--- src/rtl/ins_cache.sv ---
// Direct-mapped instruction cache, one 32-bit word per line, with a single outstanding miss.
// Optional hit/miss statistics counters are built when INS_CACHE_STATS_EN is defined.
module ins_cache #(
    parameter int INDEX_WIDTH = 6
) (
    input  logic        clk_in,
    input  logic        rst_n_in,
    input  logic        rdy_in,
    input  logic        rob_clear,
    input  logic        pc_valid,
    input  logic [31:0] pc,
    output logic        ins_ready,
    output logic [31:0] ins,
    output logic        is_fetch,
    output logic [31:0] fetch_addr,
    input  logic        is_back,
    input  logic [31:0] back_ins,
    output logic [31:0] hit_cnt,
    output logic [31:0] miss_cnt
);

    localparam int LINES = 1 << INDEX_WIDTH;
    localparam int TAG_W = 30 - INDEX_WIDTH;

    typedef enum logic [0:0] {
        ST_IDLE = 1'b0,
        ST_MISS = 1'b1
    } state_t;

    state_t                   state_r;
    state_t                   state_nxt_s;
    logic [LINES-1:0]         valid_r;
    logic [TAG_W-1:0]         tag_r  [LINES];
    logic [31:0]              data_r [LINES];
    logic [TAG_W-1:0]         miss_tag_r;
    logic [INDEX_WIDTH-1:0]   miss_idx_r;
    logic [INDEX_WIDTH-1:0]   idx_s;
    logic [TAG_W-1:0]         tag_s;
    logic                     hit_s;
    logic                     start_miss_s;
    logic                     fill_s;
    logic                     is_fetch_r;
    logic [31:0]              fetch_addr_r;
    logic                     unused_s;

    assign idx_s    = pc[INDEX_WIDTH+1:2];
    assign tag_s    = pc[31:INDEX_WIDTH+2];
    assign hit_s    = valid_r[idx_s] && (tag_r[idx_s] == tag_s);
    assign unused_s = ^pc[1:0];

    // State register
    always_ff @(posedge clk_in or negedge rst_n_in) begin
        if (!rst_n_in) begin
            state_r <= ST_IDLE;
        end else begin
            state_r <= state_nxt_s;
        end
    end

    // Next-state logic; a stalled cycle holds and a flush always returns to IDLE
    always_comb begin
        state_nxt_s = state_r;
        if (!rdy_in) begin
            state_nxt_s = state_r;
        end else if (rob_clear) begin
            state_nxt_s = ST_IDLE;
        end else begin
            case (state_r)
                ST_IDLE: begin
                    if (start_miss_s) begin
                        state_nxt_s = ST_MISS;
                    end else begin
                        state_nxt_s = ST_IDLE;
                    end
                end
                ST_MISS: begin
                    if (is_back) begin
                        state_nxt_s = ST_IDLE;
                    end else begin
                        state_nxt_s = ST_MISS;
                    end
                end
                default: state_nxt_s = ST_IDLE;
            endcase
        end
    end

    // Output decode: same-cycle hit, miss launch and fill strobes
    always_comb begin
        ins_ready    = 1'b0;
        ins          = data_r[idx_s];
        start_miss_s = 1'b0;
        fill_s       = 1'b0;
        case (state_r)
            ST_IDLE: begin
                if (rdy_in && !rob_clear && pc_valid) begin
                    ins_ready    = hit_s;
                    start_miss_s = !hit_s;
                end else begin
                    ins_ready    = 1'b0;
                    start_miss_s = 1'b0;
                end
            end
            ST_MISS: begin
                if (rdy_in && !rob_clear && is_back) begin
                    fill_s = 1'b1;
                end else begin
                    fill_s = 1'b0;
                end
            end
            default: begin
                ins_ready    = 1'b0;
                start_miss_s = 1'b0;
                fill_s       = 1'b0;
            end
        endcase
    end

    // Memory request registers; address frozen for the whole miss
    always_ff @(posedge clk_in or negedge rst_n_in) begin
        if (!rst_n_in) begin
            is_fetch_r   <= 1'b0;
            fetch_addr_r <= 32'd0;
            miss_tag_r   <= {TAG_W{1'b0}};
            miss_idx_r   <= {INDEX_WIDTH{1'b0}};
        end else if (rdy_in) begin
            if (rob_clear || fill_s) begin
                is_fetch_r <= 1'b0;
            end else if (start_miss_s) begin
                is_fetch_r   <= 1'b1;
                fetch_addr_r <= {pc[31:2], 2'b00};
                miss_tag_r   <= tag_s;
                miss_idx_r   <= idx_s;
            end else begin
                is_fetch_r <= is_fetch_r;
            end
        end
    end

    assign is_fetch   = is_fetch_r;
    assign fetch_addr = fetch_addr_r;

    // Valid bits are the only line state cleared by reset
    always_ff @(posedge clk_in or negedge rst_n_in) begin
        if (!rst_n_in) begin
            valid_r <= {LINES{1'b0}};
        end else if (fill_s) begin
            valid_r[miss_idx_r] <= 1'b1;
        end
    end

    // Tag and data storage; a fill simply overwrites the indexed line
    always_ff @(posedge clk_in) begin
        if (fill_s) begin
            tag_r[miss_idx_r]  <= miss_tag_r;
            data_r[miss_idx_r] <= back_ins;
        end
    end

`ifdef INS_CACHE_STATS_EN
    logic [31:0] hit_cnt_r;
    logic [31:0] miss_cnt_r;

    // Statistics counters, wrapping naturally at 2^32
    always_ff @(posedge clk_in or negedge rst_n_in) begin
        if (!rst_n_in) begin
            hit_cnt_r  <= 32'd0;
            miss_cnt_r <= 32'd0;
        end else begin
            if (ins_ready) begin
                hit_cnt_r <= hit_cnt_r + 32'd1;
            end
            if (start_miss_s) begin
                miss_cnt_r <= miss_cnt_r + 32'd1;
            end
        end
    end

    assign hit_cnt  = hit_cnt_r;
    assign miss_cnt = miss_cnt_r;
`else
    assign hit_cnt  = 32'd0;
    assign miss_cnt = 32'd0;
`endif

endmodule

--- config.mk ---
export PLATFORM = sky130hd
export DESIGN_NAME = ins_cache
export DESIGN_NICKNAME = d
export VERILOG_FILES = /design/src/rtl/ins_cache.sv
export SDC_FILE = /design/constraint.sdc
export NUM_CORES = 2
export LEC_CHECK = 0
export ABC_AREA = 0
export ABC_CLOCK_PERIOD_IN_PS = 5060
export CAP_MARGIN = 20
export CORE_AREA = 10 10 499 501
export DETAILED_ROUTE_END_ITERATION = 10
export DIE_AREA = 0 0 509 511
export PLACE_DENSITY = 0.78
export SLEW_MARGIN = 25
export SYNTH_ARGS = -nofsm -noshare
export SYNTH_HDL_FRONTEND = slang
export SYNTH_SLANG_ARGS = --single-unit
--- constraint.sdc ---
create_clock -name clk_in -period 5.06 [get_ports clk_in]
set_input_delay 0.506 -clock clk_in [delete_from_list [all_inputs] [get_ports clk_in]]
set_output_delay 0.506 -clock clk_in [all_outputs]
set_load 0.03 [all_outputs]
Word-level counts from Yosys, hierarchy flattened
Memory sizes are Yosys's and may differ from the RTL's.
Cells that the tools add are included.
{"block": "totals", "word_cells": 44, "ff_bits": 126, "ram_bits": 3584, "mem_count": 2}
{"name": "data_r", "words": 64, "word_bits": 32, "rd": 1, "rd_ports_with_merged_regs": 0, "wr": 1, "line": "34", "text": "logic [31:0] data_r [LINES];"}
{"name": "tag_r", "words": 64, "word_bits": 24, "rd": 1, "rd_ports_with_merged_regs": 0, "wr": 1, "line": "33", "text": "logic [TAG_W-1:0] tag_r [LINES];"}
{"block": "classes", "n_mux": 18, "eq_ne": 1, "n_bitwise": 3, "n_reduce_logical": 11, "n_lt_le_gt_ge": 3}
{"op": "64-bit OR", "n": 1}
{"op": "24-bit == test", "n": 1}
{"op": "1-bit 2-to-1 mux", "n": 15}
{"op": "6-bit by 7-bit less-than comparator with 1-bit output, second input constant", "n": 2}
{"op": "1-bit binary-select mux with 6-bit select", "n": 1}
{"op": "1-bit demux with 6-bit select", "n": 1}
{"op": "6-bit by 1-bit greater-or-equal comparator with 1-bit output, second input constant", "n": 1}
{"op": "1-bit logical AND", "n": 5}
{"op": "3-bit AND reduction", "n": 1}
{"op": "1-bit logical NOT", "n": 2}
{"op": "1-bit inverter", "n": 2}
{"op": "1-bit case mux with 2 select lines", "n": 1}
{"op": "2-bit AND reduction", "n": 1}
{"op": "2-bit nonzero test", "n": 1}
{"op": "1-bit logical OR", "n": 1}

Logic depth before layout (Yosys ltp)
{"block": "depth", "ltp_word": 9, "mapped_depth": 18, "depth_no_buf": 10}

Worst setup path before layout
Ideal clock, no wire load.
{"block": "synth_timing", "path_kind": "input-to-output", "startpoint": "input port pc[2]", "endpoint": "output port ins_ready", "arrival_time_ps": 3983, "path_stages": 14, "path_buffers": 5, "slack_ps": 571, "t_required_ps": 4554, "cell_sequence": "buf_6 > buf_12 > buf_6 > buf_6 > buf_2 > mux4_2 > a221oi_1 > nand3_1 > o31ai_1 > xnor2_1 > or3b_1 > nor4b_1 > nand4_1 > nor4_2"}
{"block": "synth_via", "elab_chain_cells": 5, "word_cells_on_any_way": 7, "cone_classes": "eq/ne: 1; mux: 4; reduce/logical: 1; memory: 1"}
{"element": "from (decl)", "line": "11", "text": "input logic [31:0] pc,"}
{"element": "memory read 64 x 24 bit or 1-bit binary-select mux with 6-bit select (tied branches)"}
{"element": "24-bit == test or 1-bit 2-to-1 mux (tied branches)", "line": "48", "text": "assign hit_s = valid_r[idx_s] && (tag_r[idx_s] == tag_s);"}
{"element": "1-bit logical AND *", "line": "48"}
{"element": "1-bit 2-to-1 mux *", "line": "96", "text": "if (rdy_in && !rob_clear && pc_valid) begin"}
{"element": "1-bit 2-to-1 mux *", "line": "94", "text": "case (state_r)"}
{"element": "to (decl)", "line": "12", "text": "output logic ins_ready,"}
Every way passes the cells marked *; elsewhere a longest branch is shown, timed or not. The select of a mux whose other input is x is not followed.

Worst setup path after layout
Same ends and word-level chain as after synthesis.

==> metrics.md <==
| Metric | Value |
|---|---|
| Outcome | complete, no violations |
| NetSw | 14.6 mW |
| Gate Count Post-Synth | 6257 |
| Finished Cell Area | 161000 um2 |
| Power density relative to cell area | 407 nW/um2 |
| Number of hold violations in the final report | 0 |
| Area after DPL | 150000 um2 |
| Post-route antenna net violation count | 0 |
| Combinational cell fraction of total power | 6.5% |
| Wire length of the first global-routing pass | 593 mm |
| Starting utilization of the core area | 59.6% |
| Max-capacitance violation count | 0 |
| Hold WS | 0.0260 ns |
| Kind of path behind the tightest hold check | in2reg |
| Number of buffers added on ports | 131 |
| Per-cell routed wire length | 41.8 um |
| Classification of the worst setup path | in2out |
| Number of global-route vias before repair | 75.8k |
| Period utilisation layout | 98.7% |
| Arrival time at the worst endpoint | 4.49 ns |
| Leakage component of the power | 51.7 nW |
| DRC | 0 |
| Post-synthesis area per instance | 22.8 um2 |
| Switching Fraction | 22.2% |
| Nature of the critical path endpoint | output port |
| Final period demand of the worst path | 5.00 ns |
| Post CTS Setup Buffer Count | 0 |
| Die area | 260000 um2 |
| Relative contribution of sequential cells to total power | 53.0% |
| Final weighted congestion in routability-driven placement | 0.911 |
| Fin util | 67.4% |
| Share of the yosys chip area belonging to registers | 77.2% |
| Initial antenna violation count | 14 |
| Number of clock buffers inserted by TritonCTS | 360 |
| Fin Setup TNS | 0 ns |
| Maximum number of pins on one net before global-route repair | 123 |
| Critical path fanouts, max | 52 |
| Clock tree from TritonCTS | done |
| Overall via count from detail_route | 75.2k |
| Count of TritonRoute iterations in the first routing pass | 9 |
| Number of filler instances in the final layout | 13.7k |
| Worst Max-Slew Pin Slew | 1.11 ns |
| Worst-case headroom to the max-slew limit | 25.7% |
| Synth warn | 0 |
| Chip Height | 511 um |
| Bufs on Longest Clock Path | 4 |
| I/O pins | 200 |
| Number of enable flip-flop cells after synthesis | 3584 |
| Primary FF master, synth | sky130_fd_sc_hd__edfxtp_1 |
| FF+latch count, synth | 3680 |
| Final Non-Filler Cells | 10.2k |
| Synth unique cells | 78 |
| Placement-stage worst setup slack | 0.108 ns |
| Post-layout total power | 65.7 mW |
| Number of levels in the clock H-tree | 5 |
| Die width | 509 um |
| Insertion delay to the later sink of the worst-skew pair | 1.01 ns |
| Syn Std Cell Area | 143000 um2 |
| Max Clock Skew | 0.0695 ns |
| Row Count | 180 |
| WL final | 428 mm |
| IR Drop Worst-Case VDD | 0.489 mV |
| Overflow after GRT | 0 |
| Setup violations, final | 0 |
| Post-layout nets | 6851 |
| CP startpoint kind | input port |
| Placeable Area | 239000 um2 |
| Maximum achievable frequency | 200 MHz |
| Fraction of final layout cells sized beyond drive strength 1 | 29.3% |
| Async set-reset flop share out of synthesis | 2.61% |
| Clock transition at path regs | 0.06 ns |
| Vias per cell | 7.34 |
| Share of total power in the clock network | 40.5% |
| Setup slack after layout | 0.0640 ns |
| Worst endpoint required time | 4.55 ns |
| Number of DRC violations after detailed-routing iteration 0 | 13.9k |
| Root buffer selected by CTS | sky130_fd_sc_hd__clkbuf_16 |
| Number of max-slew violations in the final report | 0 |
| Detailed-placement wirelength estimate | 212 mm |
| Area growth syn-to-layout | 13.1% |
| GR Util All Layers | 32.7% |
| Cell internal pwr | 51.1 mW |
| Clock Sinks | 3680 |
| Placed cells | 9599 |
-- cell usage after synthesis, types with 29 or more instances --
library cell	n	area (um2)
sky130_fd_sc_hd__nor2_1	107	402
sky130_fd_sc_hd__dfrtp_1	96	2400
sky130_fd_sc_hd__or2_2	68	425
sky130_fd_sc_hd__nor3_1	48	240
sky130_fd_sc_hd__a22oi_1	97	728
sky130_fd_sc_hd__edfxtp_1	3584	108000
sky130_fd_sc_hd__mux2i_1	241	2410
sky130_fd_sc_hd__or3_1	34	213
sky130_fd_sc_hd__clkbuf_1	133	499
sky130_fd_sc_hd__nand2_1	161	604
sky130_fd_sc_hd__buf_4	96	721
sky130_fd_sc_hd__nand3_1	41	205
sky130_fd_sc_hd__a21oi_1	50	250
sky130_fd_sc_hd__buf_2	105	526
sky130_fd_sc_hd__buf_6	29	327
sky130_fd_sc_hd__mux4_2	948	21400
sky130_fd_sc_hd__o21ai_0	53	265
-- registers in the layout, summed over array words and instances (netlist names) --
signal / flops
is_fetch: 1
miss_idx_r: 5
data_r: 2048
state_r: 1
fetch_addr: 1
valid_r: 64
miss_tag_r: 24
tag_r: 1536
-- layer usage --
layer / part of all wire [%] / routed length (um) / vias to the layer above / track usage, %
li1: - / - / 27500 / -
met1: 31 / 131000 / 38500 / 42.2
met2: 47 / 200000 / 7593 / 50.4
met3: 15 / 66200 / 1611 / 9.77
met4: 6.9 / 29300 / 10 / 18.0
met5: 0.018 / 75 / - / 0
-- power by group through the flow --
stage          Sequential [mW]  Combinational, mW  Clock, mW
2_1_floorplan             35.7               2.01          0
3_3_place_gp              35.4               3.95          0
3_5_place_dp              35.4               4.08          0
4_1_cts                   34.8               4.17       26.7
5_1_grt                   34.8               4.44       27.7
6_report                  34.8               4.25       26.6
-- logic make-up after synthesis --
kind of cell / share of synthesized area (%)
xor gates and xnor gates: 0.160
muxes: 17.2
and+or+nand+nor: 1.99
AOI/OAI and AO/OA: 1.67
DFF: 77.2
other: 0.00263
buffers and inverters: 1.78
-- layout make-up --
type	instances	area, um2	area share [%]
flip-flops and latches	3680	110000	68.3
repair buffers	500	5010	3.10
multi-input cells	2230	30800	19.1
clock inverters	177	1870	1.16
clock buffers	447	9500	5.89
diodes	8	20.0	0.0124
inverters	9	43.8	0.0272
well taps	3185	3990	2.47
-- placed cells by master, fill, tap and decap left out, drive strengths merged, types with 75 or more instances in the layout --
master,Yosys,final
nor2,108,108
edfxtp,3584,3584
mux4,968,968
clkbuf,138,448
dfrtp,96,96
nand2,161,161
mux2i,241,241
buf,260,421
a22oi,97,97
clkdlybuf4s50,0,75
clkinv,0,125
-- worst max-delay path, cell delays in order --
cell and delay [ns]:
sky130_fd_sc_hd__buf_16 0.31, sky130_fd_sc_hd__buf_16 0.39, sky130_fd_sc_hd__mux4_2 0.58, sky130_fd_sc_hd__o32ai_1 0.52, sky130_fd_sc_hd__o41ai_2 0.21, sky130_fd_sc_hd__o31ai_1 0.13
sky130_fd_sc_hd__buf_4 0.22, sky130_fd_sc_hd__xnor2_1 0.13, sky130_fd_sc_hd__or3b_1 0.38, sky130_fd_sc_hd__nor4b_1 0.32, sky130_fd_sc_hd__nand4_1 0.15, sky130_fd_sc_hd__nor4_2 0.17
sky130_fd_sc_hd__buf_4 0.18, sky130_fd_sc_hd__buf_12 0.12
-- final timing paths --
path                         startpoint              to  slack, ns  depth (start not counted)
max                               pc[2]       ins_ready       0.06                         14
min                        back_ins[30]  data_r[30][30]       0.03                          1
max reg2reg                tag_r[52][4]   miss_idx_r[3]       1.05                         12
min reg2reg                 valid_r[15]     valid_r[15]       0.46                          1
max in group asynchronous      rst_n_in   miss_tag_r[0]       3.74                          3
min in group asynchronous      rst_n_in         state_r       0.14                          2
-- what timing repair did --
| action | CTS | global route |
|---|---|---|
| endpoints found under the setup margin | 0 | 1 |
| hold endpoints to repair | 50 | 32 |
| hold buffers | 1 | 2 |
| gates resized for setup | 0 | 6 |
Power figures use the tool's default switching activity.
